--- src/rtl/mem_arbiter_pkg.sv ---
// Shared definitions for the two-port memory arbiter: FSM state encoding
// and the port index constants used to address the per-port signals.
package mem_arbiter_pkg;

  typedef enum logic [1:0] {
    IDLE = 2'd0,
    BUSY = 2'd1,
    DONE = 2'd2
  } state_t;

  localparam logic PORT_IF = 1'b0;  // instruction fetch
  localparam logic PORT_DM = 1'b1;  // data memory

endpackage

--- src/rtl/rr_pick2.sv ---
// Combinational two-way picker. Returns a one-hot grant. A tie goes to the
// port not granted last in round-robin mode, and to port 1 otherwise.
module rr_pick2 (
  input  logic [1:0] req,
  input  logic       last,
  input  logic       rr,
  output logic [1:0] grant
);

  always_comb begin
    // NOTE: default assignment first so no path leaves grant unassigned (no latch).
    grant = 2'b00;
    case (req)
      2'b01:   grant = 2'b01;
      2'b10:   grant = 2'b10;
      2'b11:   grant = (rr && last) ? 2'b01 : 2'b10;
      default: grant = 2'b00;
    endcase
  end

endmodule

--- src/rtl/mem_arbiter.sv ---
// Arbitrates two requesters onto one async-read, clocked-write word memory.
// Each access takes IDLE -> BUSY -> DONE, so the ack arrives two cycles after the grant.
module mem_arbiter
  import mem_arbiter_pkg::*;
#(
  parameter int RR = 1
) (
  input  logic        clk,
  input  logic        reset,
  input  logic        p0_req,
  input  logic        p0_we,
  input  logic [31:0] p0_addr,
  input  logic [31:0] p0_wdata,
  output logic [31:0] p0_rdata,
  output logic        p0_ack,
  input  logic        p1_req,
  input  logic        p1_we,
  input  logic [31:0] p1_addr,
  input  logic [31:0] p1_wdata,
  output logic [31:0] p1_rdata,
  output logic        p1_ack,
  output logic        mem_write,
  output logic [31:0] mem_address,
  output logic [31:0] mem_write_data,
  input  logic [31:0] mem_read_data
);

  localparam logic RR_EN = (RR != 0);

  state_t      state;
  logic        last_grant;
  logic        winner;
  logic        lat_we;
  logic [1:0]  grant;
  logic        win_sel;
  logic        win_we;
  logic [31:0] win_addr;
  logic [31:0] win_wdata;

  rr_pick2 u_pick (
    .req   ({p1_req, p0_req}),
    .last  (last_grant),
    .rr    (RR_EN),
    .grant (grant)
  );

  // Operands of whichever port the picker selected this cycle.
  always_comb begin
    win_sel   = grant[PORT_DM];
    win_we    = win_sel ? p1_we    : p0_we;
    win_addr  = win_sel ? p1_addr  : p0_addr;
    win_wdata = win_sel ? p1_wdata : p0_wdata;
  end

  // NOTE: sequential state uses non-blocking assignments only, so every register
  // samples the values from before the edge regardless of statement order.
  always_ff @(posedge clk) begin
    if (reset) begin
      state          <= IDLE;
      last_grant     <= PORT_DM;
      winner         <= PORT_IF;
      lat_we         <= 1'b0;
      mem_write      <= 1'b0;
      mem_address    <= '0;
      mem_write_data <= '0;
      p0_rdata       <= '0;
      p1_rdata       <= '0;
      p0_ack         <= 1'b0;
      p1_ack         <= 1'b0;
    end else begin
      case (state)
        IDLE: begin
          p0_ack    <= 1'b0;
          p1_ack    <= 1'b0;
          mem_write <= 1'b0;
          if (grant != 2'b00) begin
            winner         <= win_sel;
            last_grant     <= win_sel;
            lat_we         <= win_we;
            mem_address    <= win_addr;
            mem_write_data <= win_wdata;
            // mem_write is registered, so it is high exactly during BUSY.
            mem_write      <= win_we;
            state          <= BUSY;
          end
        end
        BUSY: begin
          mem_write <= 1'b0;
          if (!lat_we) begin
            if (winner == PORT_DM) p1_rdata <= mem_read_data;
            else                   p0_rdata <= mem_read_data;
          end
          p0_ack <= (winner == PORT_IF);
          p1_ack <= (winner == PORT_DM);
          state  <= DONE;
        end
        DONE: begin
          p0_ack <= 1'b0;
          p1_ack <= 1'b0;
          state  <= IDLE;
        end
        default: begin
          mem_write <= 1'b0;
          p0_ack    <= 1'b0;
          p1_ack    <= 1'b0;
          state     <= IDLE;
        end
      endcase
    end
  end

endmodule

--- config.mk ---
export PLATFORM = sky130hd
export DESIGN_NAME = mem_arbiter
export DESIGN_NICKNAME = d
export VERILOG_FILES = /design/src/rtl/mem_arbiter_pkg.sv /design/src/rtl/rr_pick2.sv /design/src/rtl/mem_arbiter.sv
export SDC_FILE = /design/constraint.sdc
export NUM_CORES = 1
export LEC_CHECK = 0
export CELL_PAD_IN_SITES_DETAIL_PLACEMENT = 1
export CELL_PAD_IN_SITES_GLOBAL_PLACEMENT = 1
export CORE_ASPECT_RATIO = 0.7
export CORE_UTILIZATION = 28
export CTS_BUF_LIST = sky130_fd_sc_hd__clkbuf_4 sky130_fd_sc_hd__clkbuf_8
export CTS_CLUSTER_DIAMETER = 80
export CTS_CLUSTER_SIZE = 40
export DETAILED_ROUTE_END_ITERATION = 8
export PLACE_DENSITY = 0.93
export SYNTH_ARGS = -nofsm -noshare
export SYNTH_HDL_FRONTEND = slang
export SYNTH_SLANG_ARGS = --single-unit
--- constraint.sdc ---
create_clock -name clk -period 1.6 [get_ports clk]
set_input_delay 0.32 -clock clk [delete_from_list [all_inputs] [get_ports clk]]
set_output_delay 0.32 -clock clk [all_outputs]
set_load 0.005 [all_outputs]
==> metrics.log <==
[metrics] sum of negative setup slack: 0 ps
[metrics] via count of the first global-routing pass: 6174
[metrics] half-perimeter wire length after placement: 16100 microns
[metrics] Routed WL per cell: 18.0 microns
[metrics] clock sink count: 136
[metrics] starting density of the core: 28.6%
[metrics] final critical path time including I/O delays and setup: 1540 ps
[metrics] chip height: 121 microns
[metrics] number of antenna violations at the first check in global routing: 2
[metrics] global route overflow: 0
[metrics] sequential fraction of the synthesis area: 48.1%
[metrics] Crit Path Category: input port to flop
[metrics] worst supply voltage drop on vdd: 0.000468 V
[metrics] Pleak: 3.92 nW
[metrics] number of warning messages in the yosys log: 0
[metrics] pin count of the biggest net entering global routing: 50
[metrics] transition time at the pin with the least slew margin: 451 ps
[metrics] layout cells sized above 1: 15.1%
[metrics] first-pass detailed-route iteration total: 4
[metrics] TritonCTS clock tree: built
[metrics] number of top-level pins: 297
[metrics] number of max-slew violations in the final report: 0
[metrics] Final period util: 96.0%
[metrics] number of buffers inserted during clock tree synthesis: 17
[metrics] detailed-route vias per instance: 4.86
[metrics] outcome: finished, final reports clean
[metrics] critical path capture point type: flop
[metrics] area delta synth->final: 65.9%
[metrics] maximum buffer depth of the clock tree: 2
[metrics] cell area after placement: 9020 sq um
[metrics] DRC Markers: 0
[metrics] depth of the CTS H-tree: 4
[metrics] routability congestion estimate from global placement: 0.775
[metrics] Fmax: 651 MHz
[metrics] setup repair after global routing missed its margin: false
[metrics] arrival time reported for the critical path endpoint: 1860 ps
[metrics] type of the tightest min-delay check: input port to flop
[metrics] Filler Cell Count: 2364
[metrics] routed vias: 6041
[metrics] post-layout total power: 9.13 mW
[metrics] GR Util All Layers: 21.0%
[metrics] die width: 172 microns
[metrics] count of state elements after synthesis: 136
[metrics] max-slew headroom at the worst pin: 69.9%
[metrics] cell area after synthesis: 5660 sq um
[metrics] CP required: 1930 ps
[metrics] cell chosen for the clock root: sky130_fd_sc_hd__clkbuf_8
[metrics] Total Die Area: 20800 sq um
[metrics] Syn Inst Count: 678
[metrics] PwrDens: 973 nW/um^2
[metrics] clock latency on the worst-skew pair: 430 ps
[metrics] worst hold slack after final layout: 187 ps
[metrics] syn avg cell area: 8.34 sq um
[metrics] area of all placed cells without fillers: 9380 sq um
[metrics] first-pass GRT wire length: 33700 microns
[metrics] drt total wl: 22300 microns
[metrics] number of port buffers: 296
[metrics] Critical Path Source Type: input port
[metrics] setup violation total in the final timing report: 0
[metrics] Detailed Route Iter0 Violations: 245
[metrics] Nets: 1123
[metrics] number of rows in the core area: 43
[metrics] post-route clock skew: 10.1 ps
[metrics] nets in the synthesized netlist: 844
[metrics] post-detailed-route count of antenna-violating nets: 0
[metrics] number of hold-repair buffers added at the cts stage: 0
[metrics] number of max-cap violations: 0
[metrics] distinct cell type count of the synthesized netlist: 30
[metrics] placeable core region: 19800 sq um
[metrics] largest fanout on the critical path: 40
[metrics] final hold violation count: 0
[metrics] clock transition at the registers of the reported paths: 90 ps
[layout make-up]
cell class	count	area [sq um]	area share, %
Clock inverter	14	211	2.25
Multi-Input combinational cell	475	2630	28.0
Antenna cell	2	5.00	0.0533
Sequential cell	136	2770	29.5
Inverter	1	3.75	0.0400
Timing Repair Buffer	326	3180	33.9
Clock buffer	18	248	2.64
Tap cell	270	338	3.60
[worst max-delay path, stage by stage]
cell and delay (ps):
sky130_fd_sc_hd__clkdlybuf4s50_1 510, sky130_fd_sc_hd__or2_2 170, sky130_fd_sc_hd__buf_4 400, sky130_fd_sc_hd__a21oi_1 150, sky130_fd_sc_hd__a311oi_1 300
[cells in the mapped netlist]
cell type,instances,area share [%]
sky130_fd_sc_hd__nand2_1,260,17
sky130_fd_sc_hd__dfxtp_1,136,48
sky130_fd_sc_hd__a21oi_1,130,12
sky130_fd_sc_hd__a311oi_2,39,10
sky130_fd_sc_hd__clkbuf_1,32,2.1
sky130_fd_sc_hd__a311oi_1,26,4.0
sky130_fd_sc_hd__buf_2,25,2.2
sky130_fd_sc_hd__buf_6,5,1.0
sky130_fd_sc_hd__a21bo_2,2,0.35
sky130_fd_sc_hd__buf_1,2,0.13
sky130_fd_sc_hd__buf_4,2,0.27
sky130_fd_sc_hd__a21boi_0,1,0.13
sky130_fd_sc_hd__a21boi_1,1,0.13
sky130_fd_sc_hd__a221oi_1,1,0.15
sky130_fd_sc_hd__a31oi_1,1,0.11
sky130_fd_sc_hd__and2_1,1,0.11
sky130_fd_sc_hd__and2_4,1,0.15
sky130_fd_sc_hd__and4bb_2,1,0.22
sky130_fd_sc_hd__inv_1,1,0.066
sky130_fd_sc_hd__nand3_1,1,0.088
sky130_fd_sc_hd__nand3b_1,1,0.13
sky130_fd_sc_hd__nand4bb_1,1,0.20
sky130_fd_sc_hd__nor2_1,1,0.066
sky130_fd_sc_hd__nor2_4,1,0.20
sky130_fd_sc_hd__nor2b_1,1,0.11
sky130_fd_sc_hd__nor3b_1,1,0.13
sky130_fd_sc_hd__nor4b_2,1,0.27
sky130_fd_sc_hd__o21ai_0,1,0.088
sky130_fd_sc_hd__or2_1,1,0.11
sky130_fd_sc_hd__or4b_1,1,0.18
[placed cells by master (no fill, tap or decap), drive strengths merged]
cell type      Yosys  layout
nand3              1       1
and2               2       2
a31oi              1       1
dlygate4sd2        0     131
bufinv             0       4
or4b               1       1
a221oi             1       1
nand2            260     260
nor2               2       2
inv                1       7
nor2b              1       1
buf               34      31
clkdlybuf4s50      0     164
or2                1       1
nor4b              1       1
clkinvlp           0       1
o21ai              1       1
nand3b             1       1
and4bb             1       1
a311oi            65      65
nand4bb            1       1
a21bo              2       2
clkbuf            32      18
nor3b              1       1
diode              0       2
clkinv             0       3
a21boi             2       2
dfxtp            136     136
a21oi            130     130
[sequential cells by signal, indices dropped and copies added, names as in the netlist]
register        flops
mem_address        32
mem_write_data     32
p0_rdata           32
p1_rdata           32
state               2
last_grant          1
lat_we              1
mem_write           1
p0_ack              1
p1_ack              1
winner              1
[where the power goes]
part           internal [mW]  total, mW  switching (mW)
clock network           1.79       3.29            1.50
registers               3.67       3.82           0.148
logic                   1.06       2.03           0.967
total                   6.52       9.13            2.61
[timing repair]
item | in CTS | in global routing
resized for setup | 167 | 0
endpoints found under the setup margin | 131 | 0
setup buffers | 3 | 0
[routing by layer]
layer	vias up	GRT usage, %	wire length [microns]
met5	-	0	0
met4	0	6.03	398
met3	29	6.75	1660
met2	199	36.7	11000
met1	2916	24.5	9240
li1	2897	-	-
[final timing paths]
kind / startpoint / endpoint / slack, ps / cells past startpoint
worst min register to register: p0_rdata[7]$_SDFFE_PP0P_ / p0_rdata[7]$_SDFFE_PP0P_ / 460 / 2
worst max-delay path: p1_req / mem_write_data[21]$_SDFFE_PP0P_ / 60 / 5
worst max register to register: state[0]$_SDFFE_PP0P_ / mem_write_data[21]$_SDFFE_PP0P_ / 120 / 5
worst min-delay path: reset / mem_write_data[29]$_SDFFE_PP0P_ / 190 / 2
[stage by stage]
stage                     util (%)  setup slack, ps  cells
final                         47.4             63.7   1242
after global routing          47.4             3.12   1241
after CTS                     47.4              112   1240
after detailed placement      45.5             -360   1205
after global placement        45.5             -246   1205
after floorplan                  -              217    678
[kinds of logic after synthesis]
family | count (synthesis) | share of synthesized area (%)
and+or+nand+nor | 273 | 19.2
buffers and inverters | 67 | 5.80
DFF | 136 | 48.1
AOI/OAI and AO/OA | 202 | 26.9
No activity file was read; power rests on OpenSTA's default activity.
